File: src/rtl/lsu_mem_port.sv
// lsu_mem_port: MEM-stage load/store unit driving a req/ack data-memory port.
// It turns one load or store into one bus transaction and stalls the pipeline until the transaction finishes.
// On the way out it builds the byte enables and the lane-replicated store data.
// On the way back it selects the load byte or half and sign- or zero-extends it.
// Optional feature macro: LSU_MISALIGN_TRAP_EN.
//   Defined:   a misaligned halfword or word access is trapped without touching the bus.
//   Undefined: the low address bits are masked to the access size and the access proceeds normally.

module lsu_mem_port #(
  parameter int XLEN        = 32,
  parameter int ACK_TIMEOUT = 255
) (
  input  logic            clk,
  input  logic            rst,
  input  logic            ex_mem_read,
  input  logic            ex_mem_write,
  input  logic [2:0]      ex_funct3,
  input  logic [XLEN-1:0] ex_addr,
  input  logic [XLEN-1:0] ex_wdata,
  input  logic [4:0]      ex_rd,
  output logic            dmem_req,
  output logic            dmem_we,
  output logic [XLEN-1:0] dmem_addr,
  output logic [3:0]      dmem_be,
  output logic [XLEN-1:0] dmem_wdata,
  input  logic            dmem_ack,
  input  logic [XLEN-1:0] dmem_rdata,
  output logic            lsu_stall,
  output logic            wb_valid,
  output logic [XLEN-1:0] wb_data,
  output logic [4:0]      wb_rd,
  output logic            bus_err,
  output logic            misalign_err
);

  typedef enum logic [1:0] {
    S_IDLE = 2'd0,
    S_REQ  = 2'd1,
    S_DONE = 2'd2
  } state_t;

  localparam logic [1:0] SZ_B = 2'd0;
  localparam logic [1:0] SZ_H = 2'd1;
  localparam logic [1:0] SZ_W = 2'd2;

  localparam int CNT_W = $clog2(ACK_TIMEOUT + 1);

  state_t           r_state;
  state_t           w_stateNext;

  logic [31:0]      r_addr;
  logic [3:0]       r_be;
  logic [31:0]      r_wdata;
  logic             r_we;
  logic             r_isLoad;
  logic [1:0]       r_size;
  logic             r_signed;
  logic [1:0]       r_off;
  logic [4:0]       r_rd;
  logic [31:0]      r_wbData;
  logic             r_abort;
  logic [CNT_W-1:0] r_cnt;

  logic             w_start;
  logic [1:0]       w_size;
  logic [3:0]       w_be;
  logic [31:0]      w_wdata;
  logic [7:0]       w_byte;
  logic [15:0]      w_half;
  logic [31:0]      w_loadData;
  logic             w_timeout;
  logic             w_req;
  logic             w_stall;
  logic             w_done;
  logic             w_trap;
  logic             w_trapped;

  assign w_start   = ex_mem_read | ex_mem_write;
  assign w_timeout = (r_cnt == CNT_W'(ACK_TIMEOUT - 1));

  // Decode the access size and format the store lanes. A read enables all four bytes.
  // For a halfword only addr[1] picks the lane, which is also what masks a misaligned address.
  always_comb begin
    w_size  = SZ_W;
    w_be    = 4'b1111;
    w_wdata = ex_wdata;
    case (ex_funct3)
      3'b000, 3'b100: w_size = SZ_B;
      3'b001, 3'b101: w_size = SZ_H;
      default:        w_size = SZ_W;
    endcase
    if (ex_mem_write) begin
      case (w_size)
        SZ_B: begin
          w_be    = 4'b0001 << ex_addr[1:0];
          w_wdata = {4{ex_wdata[7:0]}};
        end
        SZ_H: begin
          w_be    = 4'b0011 << {ex_addr[1], 1'b0};
          w_wdata = {2{ex_wdata[15:0]}};
        end
        default: begin
          w_be    = 4'b1111;
          w_wdata = ex_wdata;
        end
      endcase
    end
  end

  // Pick the addressed byte or half out of the returned word and extend it to 32 bits.
  always_comb begin
    w_byte     = 8'h00;
    w_half     = 16'h0000;
    w_loadData = dmem_rdata;
    case (r_off)
      2'd0:    w_byte = dmem_rdata[7:0];
      2'd1:    w_byte = dmem_rdata[15:8];
      2'd2:    w_byte = dmem_rdata[23:16];
      default: w_byte = dmem_rdata[31:24];
    endcase
    w_half = r_off[1] ? dmem_rdata[31:16] : dmem_rdata[15:0];
    case (r_size)
      SZ_B:    w_loadData = r_signed ? {{24{w_byte[7]}}, w_byte} : {24'h000000, w_byte};
      SZ_H:    w_loadData = r_signed ? {{16{w_half[15]}}, w_half} : {16'h0000, w_half};
      default: w_loadData = dmem_rdata;
    endcase
  end

`ifdef LSU_MISALIGN_TRAP_EN
  logic r_misalign;
  logic w_misaligned;

  assign w_misaligned = ((w_size == SZ_H) && ex_addr[0]) ||
                        ((w_size == SZ_W) && (ex_addr[1:0] != 2'b00));
  assign w_trap       = w_misaligned;
  assign w_trapped    = r_misalign;
  assign misalign_err = w_done & r_misalign;

  // Remember whether the access just accepted was trapped so that DONE can report it.
  always_ff @(posedge clk) begin
    if (rst) begin
      r_misalign <= 1'b0;
    end else if (r_state == S_IDLE) begin
      r_misalign <= w_start & w_misaligned;
    end
  end
`else
  assign w_trap       = 1'b0;
  assign w_trapped    = 1'b0;
  assign misalign_err = 1'b0;
`endif

  // State register for the IDLE -> REQ -> DONE transaction sequence.
  always_ff @(posedge clk) begin
    if (rst) begin
      r_state <= S_IDLE;
    end else begin
      r_state <= w_stateNext;
    end
  end

  // Next-state logic and the per-state controls.
  // Stall drops in DONE so the pipeline advances while the result is written back.
  always_comb begin
    w_stateNext = r_state;
    w_req       = 1'b0;
    w_stall     = 1'b0;
    w_done      = 1'b0;
    case (r_state)
      S_IDLE: begin
        w_stall = w_start;
        if (w_start) begin
          w_stateNext = w_trap ? S_DONE : S_REQ;
        end
      end
      S_REQ: begin
        w_req   = 1'b1;
        w_stall = 1'b1;
        if (dmem_ack || w_timeout) begin
          w_stateNext = S_DONE;
        end
      end
      S_DONE: begin
        w_done      = 1'b1;
        w_stateNext = S_IDLE;
      end
      default: begin
        w_stateNext = S_IDLE;
      end
    endcase
  end

  // Latch the access when it is accepted and hold it stable while the request is outstanding.
  // In REQ, count the cycles and capture the load result on ack.
  // A timeout clears the result, but an ack in the last allowed cycle still completes the access normally.
  always_ff @(posedge clk) begin
    if (rst) begin
      r_addr   <= 32'h0;
      r_be     <= 4'h0;
      r_wdata  <= 32'h0;
      r_we     <= 1'b0;
      r_isLoad <= 1'b0;
      r_size   <= SZ_W;
      r_signed <= 1'b0;
      r_off    <= 2'b00;
      r_rd     <= 5'd0;
      r_wbData <= 32'h0;
      r_abort  <= 1'b0;
      r_cnt    <= '0;
    end else begin
      case (r_state)
        S_IDLE: begin
          if (w_start) begin
            r_addr   <= {ex_addr[31:2], 2'b00};
            r_be     <= w_be;
            r_wdata  <= w_wdata;
            r_we     <= ex_mem_write;
            r_isLoad <= ~ex_mem_write;
            r_size   <= w_size;
            r_signed <= ~ex_funct3[2];
            r_off    <= ex_addr[1:0];
            r_rd     <= ex_rd;
            r_abort  <= 1'b0;
            r_cnt    <= '0;
            if (w_trap) begin
              r_wbData <= 32'h0;
            end
          end
        end
        S_REQ: begin
          r_cnt <= r_cnt + 1'b1;
          if (dmem_ack) begin
            if (r_isLoad) begin
              r_wbData <= w_loadData;
            end
          end else if (w_timeout) begin
            r_abort  <= 1'b1;
            r_wbData <= 32'h0;
          end
        end
        default: begin
        end
      endcase
    end
  end

  assign dmem_req   = w_req;
  assign dmem_we    = w_req & r_we;
  assign dmem_addr  = r_addr;
  assign dmem_be    = r_be;
  assign dmem_wdata = r_wdata;
  assign lsu_stall  = w_stall;
  assign wb_valid   = w_done & r_isLoad & ~r_abort & ~w_trapped;
  assign wb_data    = r_wbData;
  assign wb_rd      = r_rd;
  assign bus_err    = w_done & r_abort;

endmodule

File: config.mk
export PLATFORM = sky130hd
export DESIGN_NAME = lsu_mem_port
export DESIGN_NICKNAME = d
export VERILOG_FILES = /design/src/rtl/lsu_mem_port.sv
export SDC_FILE = /design/constraint.sdc
export NUM_CORES = 1
export LEC_CHECK = 0
export ABC_AREA = 1
export CAP_MARGIN = 15
export CELL_PAD_IN_SITES_DETAIL_PLACEMENT = 1
export CELL_PAD_IN_SITES_GLOBAL_PLACEMENT = 1
export CORE_UTILIZATION = 32
export DETAILED_ROUTE_END_ITERATION = 10
export PLACE_DENSITY = 0.94
export SKIP_LAST_GASP = 1
export SLEW_MARGIN = 20
export SYNTH_ARGS = -nofsm -noshare
export SYNTH_HDL_FRONTEND = slang
export SYNTH_SLANG_ARGS = --single-unit
File: constraint.sdc
create_clock -name clk -period 2.1 [get_ports clk]
set_input_delay 0.315 -clock clk [delete_from_list [all_inputs] [get_ports clk]]
set_output_delay 0.315 -clock clk [all_outputs]
set_load 0.02 [all_outputs]
==> impl_metrics.py <==
metrics = {
    "layout": {
        "layout_common_cells": "clkdlybuf4s50_1 (213), nand2_1 (143), nor2_1 (134)",
        "nFillCells": 2009,
        "layout-drive-gt1-share_pct": 7.61,
        "ff_latch_area_mm2": 0.00242,
        "area_growth_syn_to_layout_pct": 55.0,
        "layout.core_utilization_pct": 51.6,
        "finalNetCount": 1084,
        "final_common_cell": "clkdlybuf4s50_1",
        "multiInputGateArea_mm2": 0.00249,
    },
    "sta": {
        "worst_slew_pin_slew_ns": 0.716,
        "grt_setup_unrepaired": "no",
        "fin_crit_ns": 1.99,
        "skew_ns": 0.00853,
        "max_clock_freq_ghz": 0.503,
        "finalSetupViolations": 0,
        "maxSlewHeadroom_pct": 52.3,
        "post-route-period-util_pct": 94.7,
        "report.final.hold_viol_count": 0,
        "fin_hold_ws_ns": 0.356,
        "slew_violations": 0,
    },
    "power_and_ir_drop": {
        "irDropWorstVdd_mv": 0.610,
        "pwr_density_cell_mw_per_mm2": 860,
        "static-leakage-power_nw": 3.32,
    },
    "place": {
        "post-dp-hpwl_um": 14900,
        "portBuffers": 216,
        "routabilityCongestion": 0.833,
    },
    "global_route": {
        "largest_net_degree_at_the_start_of_global_routing": 62,
        "gr-total-overflow": 0,
        "first_pass_grt_wire_length_um": 33300,
        "grt_usage_pct": 24.5,
        "first_global_vias": 6312,
        "grt_antenna_before_repair": 1,
    },
    "route": {
        "drt_iter0_drc": 301,
        "detail_route.wl_per_cell_um": 17.4,
        "drtPass1Iterations": 4,
        "ant_nets": 0,
        "detail_route.vias_per_cell": 5.12,
        "finalWirelength_um": 21000,
        "num_vias": 6157,
        "drc": 0,
    },
    "run": {
        "max-cap-violations": 0,
    },
    "floorplan": {
        "row_count": 46,
        "ioPinCount": 220,
        "floorplan.die.height_um": 132,
        "die-area_mm2": 0.0173,
        "fp.coreArea_mm2": 0.0161,
        "initial_utilization_pct": 33.3,
        "die_w_um": 132,
    },
    "clocking": {
        "clk_path_buf_depth": 2,
        "ctsHoldBuffers": 0,
        "cts_num_sinks": 121,
        "tritoncts_clock_tree": "done",
        "cts_buffers": 17,
        "htree_num_levels": 4,
        "clock_latency_ns": 0.42,
        "cts.clk_slew.worst_paths_ns": 0.06,
        "cts-root-buf": "clkbuf_16",
    },
    "worst_setup_path": {
        "worstSetupStartpoint": "r_state[0]",
        "critical_path.endpoint_type": "primary output",
        "setup.worst_path.start_class": "flop",
        "critical_path.reg2reg.startpoint": "r_state[1]",
        "rr_endpoint": "dmem_wdata[9]",
        "cp-endpoint": "dmem_req",
        "regToRegSetupSlack_ns": 0.31,
        "worstPathMaxFanout": 4,
        "rr_worst_depth": 8,
        "critical_path_arrival_ns": 1.67,
        "timing.setup.critical_path_class": "reg2out",
        "worst-endpoint-required_ns": 1.78,
    },
    "synthesis": {
        "synth_warnings": 0,
        "synthesis.instances": 764,
        "post_synth.cell_area_avg_um2": 7.03,
        "synth_largest_type_area_fraction_pct": 45.1,
        "netlist_area_mm2": 0.00537,
        "synth_top_area_cell": "dfxtp_1",
        "ys_seq_elements": 121,
        "synth_area_leaders": "dfxtp_1 (45%), nand2_1 (10%), nor2_1 (9.4%)",
        "yosysSeqAreaShare_pct": 45.1,
        "synth_cell_type_count": 35,
    },
    "hold_path": {
        "worstHoldPathType": "in2reg",
        "timing.hold.worst_path_depth": 4,
        "min-delay-start": "rst",
    },
    "run_status": {
        "run_status": "completed",
    },
}
## through the flow
| stage | setup WS, ns | power, W | cells | cell area [µm²] | TNS (ns) |
|---|---|---|---|---|---|
| global placement | -0.0236 | 0.00430 | 1170 | 7740 | -0.0236 |
| CTS | -0.0838 | 0.00722 | 1202 | 8320 | -0.0838 |
| floorplan | 0.682 | 0.00353 | 766 | 5380 | 0 |
| finish | 0.111 | 0.00716 | 1203 | 8320 | 0 |
| detailed placement | -0.0329 | 0.00436 | 1170 | 7740 | -0.0506 |
| global route | 0.0363 | 0.00747 | 1203 | 8320 | 0 |
## cell usage after synthesis
| library cell | n |
|---|---|
| a211oi_1 | 11 |
| a21oi_1 | 98 |
| a21oi_2 | 1 |
| a31o_2 | 1 |
| a31oi_1 | 7 |
| and3_1 | 1 |
| buf_1 | 4 |
| buf_2 | 15 |
| buf_4 | 8 |
| buf_8 | 1 |
| clkbuf_1 | 18 |
| clkbuf_2 | 1 |
| clkbuf_8 | 1 |
| conb_1 | 1 |
| dfxtp_1 | 121 |
| ha_1 | 2 |
| inv_1 | 55 |
| inv_2 | 3 |
| nand2_1 | 143 |
| nand2_2 | 3 |
| nand3_1 | 18 |
| nand3_2 | 1 |
| nand3_4 | 2 |
| nor2_1 | 135 |
| nor2_2 | 2 |
| nor2_4 | 2 |
| nor3_1 | 2 |
| nor3_2 | 1 |
| o211a_1 | 1 |
| o211ai_1 | 2 |
| o21a_1 | 1 |
| o21ai_0 | 91 |
| o21ai_1 | 1 |
| o22ai_1 | 5 |
| or2_2 | 5 |
## cells by family after synthesis
group / Yosys count / share of synthesized area, %
flip-flops: 121 / 45.1
AO/OA/AOI/OAI: 219 / 21.6
adder cells (fa/ha/maj): 2 / 0.466
AND/OR/NAND/NOR: 315 / 24.0
buffers and inverters: 106 / 8.74
other: 1 / 0.0698
## critical path: stages (launching register included)
cell and delay [ns]:
dfxtp_1 0.41, inv_2 0.08, nor2_4 0.14, clkdlybuf4s50_1 0.62
## registers in the layout, summed over array words and instances (netlist names), 4 cells and up
signal	count
dmem_addr	30
dmem_be	4
dmem_wdata	32
r_cnt	8
wb_data	32
wb_rd	5
## worst min path at each step
stage,endpoint,slack (ns)
5_1_grt,r_cnt[7],0.38
2_1_floorplan,r_signed,0.40
3_3_place_gp,r_cnt[7],0.45
3_5_place_dp,wb_data[7],0.46
4_1_cts,r_cnt[7],0.33
6_report,r_cnt[7],0.36
## layer usage
layer	vias to the layer above	part of all wire, %	GRT usage, %
met5	-	0	0
met4	0	3.6	11.5
met3	62	6.7	7.48
met2	228	50	43.3
met1	2955	40	26.5
li1	2912	-	-
## area by class of cell
cell class / instances / share of cell area, %
multi-input combinational: 539 / 29.9
sequential: 121 / 29.1
timing repair buffer: 236 / 28.2
clock buffer: 19 / 5.44
tap: 216 / 3.25
inverter: 58 / 2.62
clock inverter: 13 / 1.46
antenna: 1 / 0.0301
## repair_timing
| action | 4_1_cts | 5_1_grt |
|---|---|---|
| setup buffers | 0 | 0 |
| cloned | 0 | 0 |
| endpoints found under the setup margin | 2 | 1 |
| gates resized for setup | 2 | 1 |
## report_power, final
group / switching, W / internal (W) / total, W
Clock: 0.00113 / 0.00169 / 0.00282
Combinational: 0.000954 / 0.000743 / 0.00170
Sequential: 0.000133 / 0.00250 / 0.00264
Total: 0.00222 / 0.00494 / 0.00716
No activity file was read; power rests on OpenSTA's default activity.
